### config.mk
export PLATFORM = sky130hd
export DESIGN_NAME = if_fetch_unit
export DESIGN_NICKNAME = d
export VERILOG_FILES = /design/src/rtl/cpu_pkg.sv /design/src/rtl/if_fetch_fifo.sv /design/src/rtl/if_fetch_unit.sv
export SDC_FILE = /design/constraint.sdc
export NUM_CORES = 1
export LEC_CHECK = 0
export ABC_CLOCK_PERIOD_IN_PS = 6000
export CORE_MARGIN = 1
export CORE_UTILIZATION = 54
export CTS_CLUSTER_SIZE = 25
export DETAILED_ROUTE_END_ITERATION = 12
export GPL_TIMING_DRIVEN = 0
export PLACE_DENSITY = 0.83
export RECOVER_POWER = 50
export SLEW_MARGIN = 20
export SYNTH_ARGS = -nofsm -noshare
export SYNTH_HDL_FRONTEND = slang
export SYNTH_SLANG_ARGS = --single-unit
### constraint.sdc
create_clock -name clk -period 6 [get_ports clk]
set_input_delay 0.6 -clock clk [delete_from_list [all_inputs] [get_ports clk]]
set_output_delay 0.6 -clock clk [all_outputs]
set_load 0.02 [all_outputs]
### src/rtl/cpu_pkg.sv
// Shared definitions for the 16-bit pipeline: widths, the NOP encoding and the
// fetch-buffer entry layout.
package cpu_pkg;

  localparam int              XLEN             = 16;
  localparam logic [XLEN-1:0] NOP_INSTR        = 16'hE000;
  localparam logic [XLEN-1:0] RESET_PC_DEFAULT = 16'h0000;

  typedef struct packed {
    logic [XLEN-1:0] pc;
    logic [XLEN-1:0] instr;
  } fetch_entry_t;

endpackage

### src/rtl/if_fetch_fifo.sv
// Small synchronous FIFO of fetch entries with flush; the head entry is visible
// combinationally so IF/ID sees it in the same cycle it becomes valid.
module if_fetch_fifo
  import cpu_pkg::*;
#(
  parameter  int DEPTH = 2,
  localparam int CW    = $clog2(DEPTH + 1)
) (
  input  logic         clk,
  input  logic         rst,
  input  logic         push,
  input  logic         pop,
  input  logic         flush,
  input  fetch_entry_t wdata,
  output fetch_entry_t rdata,
  output logic [CW-1:0] count,
  output logic         full,
  output logic         empty
);

  localparam int AW = (DEPTH > 1) ? $clog2(DEPTH) : 1;

  fetch_entry_t  mem [DEPTH];
  logic [AW-1:0] rd_ptr_reg;
  logic [AW-1:0] wr_ptr_reg;
  logic [CW-1:0] count_reg;
  logic          do_push;
  logic          do_pop;

  // Pointers wrap explicitly so non-power-of-two depths also work.
  function automatic logic [AW-1:0] ptr_inc(input logic [AW-1:0] p);
    return (p == AW'(DEPTH - 1)) ? '0 : p + 1'b1;
  endfunction

  assign do_pop  = pop && !empty;
  assign do_push = push && (!full || do_pop);

  always_ff @(posedge clk) begin
    if (rst || flush) begin
      rd_ptr_reg <= '0;
      wr_ptr_reg <= '0;
      count_reg  <= '0;
    end else begin
      if (do_push) wr_ptr_reg <= ptr_inc(wr_ptr_reg);
      if (do_pop)  rd_ptr_reg <= ptr_inc(rd_ptr_reg);
      count_reg <= count_reg + CW'(do_push) - CW'(do_pop);
    end
  end

  always_ff @(posedge clk) begin
    if (do_push && !flush) mem[wr_ptr_reg] <= wdata;
  end

  assign rdata = mem[rd_ptr_reg];
  assign count = count_reg;
  assign full  = (count_reg == CW'(DEPTH));
  assign empty = (count_reg == '0);

endmodule

### src/rtl/if_fetch_unit.sv
// Instruction fetch stage: issues word requests under a credit limit, buffers
// in-order responses with their PCs, and discards stale responses after redirects.
module if_fetch_unit
  import cpu_pkg::*;
#(
  parameter logic [XLEN-1:0] RESET_PC   = RESET_PC_DEFAULT,
  parameter int              FIFO_DEPTH = 2
) (
  input  logic            clk,
  input  logic            rst,
  input  logic            stall,
  input  logic            redirect_valid,
  input  logic [XLEN-1:0] redirect_pc,
  output logic            imem_req_valid,
  input  logic            imem_req_ready,
  output logic [XLEN-1:0] imem_req_addr,
  input  logic            imem_rsp_valid,
  input  logic [XLEN-1:0] imem_rsp_data,
  output logic            if_valid,
  output logic [XLEN-1:0] if_pc,
  output logic [XLEN-1:0] if_instr
);

  localparam int CW = $clog2(FIFO_DEPTH + 1);
  localparam int SW = CW + 2;

  logic [XLEN-1:0] fetch_pc_reg;
  logic [CW-1:0]   drop_cnt_reg;
  logic [CW-1:0]   fifo_count;
  logic [CW-1:0]   out_cnt;
  fetch_entry_t    fifo_head, pcq_head, fifo_wdata, pcq_wdata;
  logic            fifo_full, fifo_empty, pcq_full, pcq_empty;
  logic            pop, accept, rsp_push;
  logic [SW-1:0]   credit_used, drop_next;
  logic            unused_bits;

  // Every slot that is dropping, in flight or buffered consumes one credit.
  assign pop            = !fifo_empty && !stall && !redirect_valid;
  assign credit_used    = SW'(drop_cnt_reg) + SW'(out_cnt) + SW'(fifo_count) - SW'(pop);
  assign imem_req_valid = !rst && !redirect_valid && (credit_used < SW'(FIFO_DEPTH));
  assign imem_req_addr  = fetch_pc_reg;
  assign accept         = imem_req_valid && imem_req_ready;
  assign rsp_push       = imem_rsp_valid && !redirect_valid && (drop_cnt_reg == '0);
  assign drop_next      = SW'(drop_cnt_reg) + SW'(out_cnt) + SW'(accept) - SW'(imem_rsp_valid);

  assign pcq_wdata  = '{pc: fetch_pc_reg, instr: '0};
  assign fifo_wdata = '{pc: pcq_head.pc, instr: imem_rsp_data};

  // The PC queue occupancy is exactly the number of live outstanding requests.
  if_fetch_fifo #(.DEPTH(FIFO_DEPTH)) u_pc_queue (
    .clk   (clk),
    .rst   (rst),
    .push  (accept),
    .pop   (rsp_push),
    .flush (redirect_valid),
    .wdata (pcq_wdata),
    .rdata (pcq_head),
    .count (out_cnt),
    .full  (pcq_full),
    .empty (pcq_empty)
  );

  if_fetch_fifo #(.DEPTH(FIFO_DEPTH)) u_data_fifo (
    .clk   (clk),
    .rst   (rst),
    .push  (rsp_push),
    .pop   (pop),
    .flush (redirect_valid),
    .wdata (fifo_wdata),
    .rdata (fifo_head),
    .count (fifo_count),
    .full  (fifo_full),
    .empty (fifo_empty)
  );

  always_ff @(posedge clk) begin
    if (rst) begin
      fetch_pc_reg <= RESET_PC;
      drop_cnt_reg <= '0;
    end else if (redirect_valid) begin
      fetch_pc_reg <= redirect_pc;
      drop_cnt_reg <= CW'(drop_next);
    end else begin
      if (accept) fetch_pc_reg <= fetch_pc_reg + 1'b1;
      if (imem_rsp_valid && (drop_cnt_reg != '0)) drop_cnt_reg <= drop_cnt_reg - 1'b1;
    end
  end

  assign if_valid = !fifo_empty;
  assign if_pc    = fifo_empty ? '0 : fifo_head.pc;
  assign if_instr = fifo_empty ? NOP_INSTR : fifo_head.instr;

  assign unused_bits = ^{pcq_head.instr, pcq_full, pcq_empty, fifo_full};

endmodule

==> results.sh <==
export IMPL_status="completed"
export IMPL_holdPathEnd="u_pc_queue.wr_ptr_reg"
export IMPL_drt_iter0_markers=342
export IMPL_end_kind="primary output"
export IMPL_rsz0062_at_grt="no"
export IMPL_path_clk_slew_ns=0.06
export IMPL_routed_via_density=5.69
export IMPL_synth_common_cells="edfxtp_1 (96), nor2_1 (52), mux2i_1 (32), dfxtp_1 (28), inv_1 (22)"
export IMPL_syn_avg_cell_area_um2=13.0
export IMPL_cp_max_fo=10
export IMPL_layout_min_cycle_time_ns=5.19
export IMPL_wl_per_cell_um=18.1
export IMPL_final_layout_size_suffix_gt1_share_pct=9.95
export IMPL_crit_type="input port to primary output"
export IMPL_ys_flop_type="edfxtp_1"
export IMPL_hold_buffers=0
export IMPL_finalSetupViolCount=0
export IMPL_finalHoldViolations=0
export IMPL_grt_pass1_wl_mm=19.9
export IMPL_gr_total_overflow=0
export IMPL_grt_max_degree=33
export IMPL_initial_utilization_pct=56.3
export IMPL_synthesis_nets=481
export IMPL_synthesis_area_mm2=0.00558
export IMPL_whs_ns=0.516
export IMPL_placed_cell_area_mm2=0.00667
export IMPL_total_power_mw=2.54
export IMPL_startpoint="redirect_valid"
export IMPL_ios=88
export IMPL_tightest_slew_ns=1.48
export IMPL_synthArstFlopShare_pct=0
export IMPL_grt_pass1_vias=4006
export IMPL_gp_congestion=0.940
export IMPL_synth_area_leaders="edfxtp_1 (52%), dfxtp_1 (10%), mux2i_1 (5.7%)"
export IMPL_track_usage_pct=24.1
export IMPL_cts_root_buf="clkbuf_8"
export IMPL_powerDensity_mw_per_mm2=350
export IMPL_dp_hpwl_mm=8.31
export IMPL_via_count=3905
export IMPL_drt_first_pass_iters=5
export IMPL_finalNetCount=592
export IMPL_yosys_area_top_type_share_pct=51.7
export IMPL_core_area_mm2=0.00991
export IMPL_cap_violations=0
export IMPL_min_from="u_pc_queue.wr_ptr_reg"
export IMPL_largest_register="u_data_fifo.mem"
export IMPL_cts_htree_levels=4
export IMPL_cts_tree="yes"
export IMPL_cts_resized=0
export IMPL_hold_class="register to register"
export IMPL_rows=36
export IMPL_cts_buffer_depth=2
export IMPL_cp_data_arrival_time_ns=4.59
export IMPL_crit_chain="dlygate4sd3_1 -> clkbuf_1 -> clkbuf_8 -> nor3_1 -> ha_1 -> inv_1 -> ha_1 -> and4b_2 -> nor3_1 -> clkbuf_1 -> clkbuf_1 -> nor3_1 -> clkdlybuf4s50_1"
export IMPL_largest_reg_flops=64
export IMPL_die_area_mm2=0.0107
export IMPL_timing_slew_headroom_pct=1.65
export IMPL_synth_cell_types=58
export IMPL_critPathMaxStageDelay_ns=0.56
export IMPL_cp_required_ns=5.40
export IMPL_drv_slew=0
export IMPL_finalInstanceArea_mm2=0.00726
export IMPL_cts_inserted_buffers=17
export IMPL_area_delta_synth_final_pct=30.3
export IMPL_ys_ff_latch=124
export IMPL_ir_drop_mv=0.220
export IMPL_cp_top_family="buffers and inverters"
export IMPL_syn_inst=429
export IMPL_fin_setup_tns_ns=0
export IMPL_yosys_warnings=0
export IMPL_antenna_found_initial=0
export IMPL_yosysTopAreaCell="edfxtp_1"
export IMPL_worstReg2RegStart="u_data_fifo.count[1]"
export IMPL_fin_util_pct=73.3
export IMPL_die_w_um=104
export IMPL_crit_slowest_cell="dlygate4sd3_1"
export IMPL_yosys_cell_count_top_type="edfxtp_1"
export IMPL_antenna_cells=0
export IMPL_fin_crit_sh_pct=86.4
export IMPL_clock_sinks=124
export IMPL_crit_buf_inv=7
export IMPL_io_buffer_count=87
export IMPL_clk_insertion_delay_late_ns=0.52
export IMPL_hold_path_cell_count=2
export IMPL_yosysSeqAreaShare_pct=61.8
export IMPL_clock_skew_ns=0.00776
export IMPL_r2r_end="u_pc_queue.mem[0][8]"
export IMPL_startpoint_type="input port"
export IMPL_cts_setup_buffers=0
export IMPL_ant_nets=0
export IMPL_drt_wl_total_mm=12.4
export IMPL_r2r_slack_ns=1.58
export IMPL_p_leak_nw=2.47
export IMPL_synth_edf_count=96
export IMPL_timing_fmax_ghz=0.193
export IMPL_rr_worst_depth=12
export IMPL_drc=0
export IMPL_die_h_um=104
## area by class of cell
| cell class | count | area [um2] |
|---|---|---|
| inverter | 22 | 82.6 |
| timing repair buffer | 92 | 895 |
| clock inverter | 14 | 196 |
| multi-input combinational | 258 | 1930 |
| sequential | 124 | 3440 |
| buffer | 25 | 136 |
| clock buffer | 18 | 418 |
| fill | 671 | 2650 |
| tap | 133 | 166 |
## where the power goes
group	leakage, nW	internal [mW]	switching (mW)
sequential	1.11	0.995	0.0351
combinational	1.07	0.183	0.284
clock	0.291	0.675	0.370
## worst max-delay path by stage
stage,to,slack [ns],cells after the start
finish,imem_req_valid,0.81,13
global route,imem_req_valid,0.60,13
CTS,imem_req_valid,0.92,13
detailed placement,u_pc_queue.mem[1][13],0.90,13
global placement,u_pc_queue.mem[1][11],-0.49,11
floorplan,u_pc_queue.mem[1][0],1.21,10
## routing by layer
layer  vias to the layer above  track usage [%]  wire (um)
met5                         -                0          0
met1                      1840             30.2       5280
li1                       1847                -          -
met3                        19             6.23        804
met2                       199             39.7       6140
met4                         0             9.73        210
## cell families (layout without fill, tap and decap cells)
logic type	count (synthesis)	in the layout	synth area share [%]
adders and majority gates	14	14	3.41
muxes	48	48	8.98
AOI/OAI and AO/OA	58	58	8.84
buffers and inverters	47	171	3.93
DFF	124	124	61.8
and+or+nand+nor	128	128	11.4
xor gates and xnor gates	10	10	1.71
## worst reg2reg max path, delay by kind of cell (launching register included)
kind | cells | cell delay [ns]
xor+xnor | 1 | 0.27
fa+ha+maj | 2 | 0.71
buf+inv | 3 | 0.98
flops | 1 | 0.33
simple gates | 6 | 1.83
## through the flow
step / instances / worst slack (ns)
6_report: 686 / 0.813
5_1_grt: 686 / 0.599
4_1_cts: 686 / 0.924
3_5_place_dp: 654 / 0.902
3_3_place_gp: 649 / -0.492
2_1_floorplan: 429 / 1.21
## cell usage in the layout, fill, tap and decap left out, drive strengths merged, types with 5 or more instances in the layout
cell type,n
buf,12
clkdlybuf4s50,68
nand3,10
o41ai,9
dlygate4sd3,19
clkinv,7
clkbuf,35
nand2,19
nor3,5
dfxtp,28
nand4,7
edfxtp,96
o311a,5
nor2,52
a211oi,6
ha,12
xnor2,9
inv,22
and3,8
mux2i,32
a2111oi,5
mux2,16
Note: power is estimated with default switching activity, not from simulation.
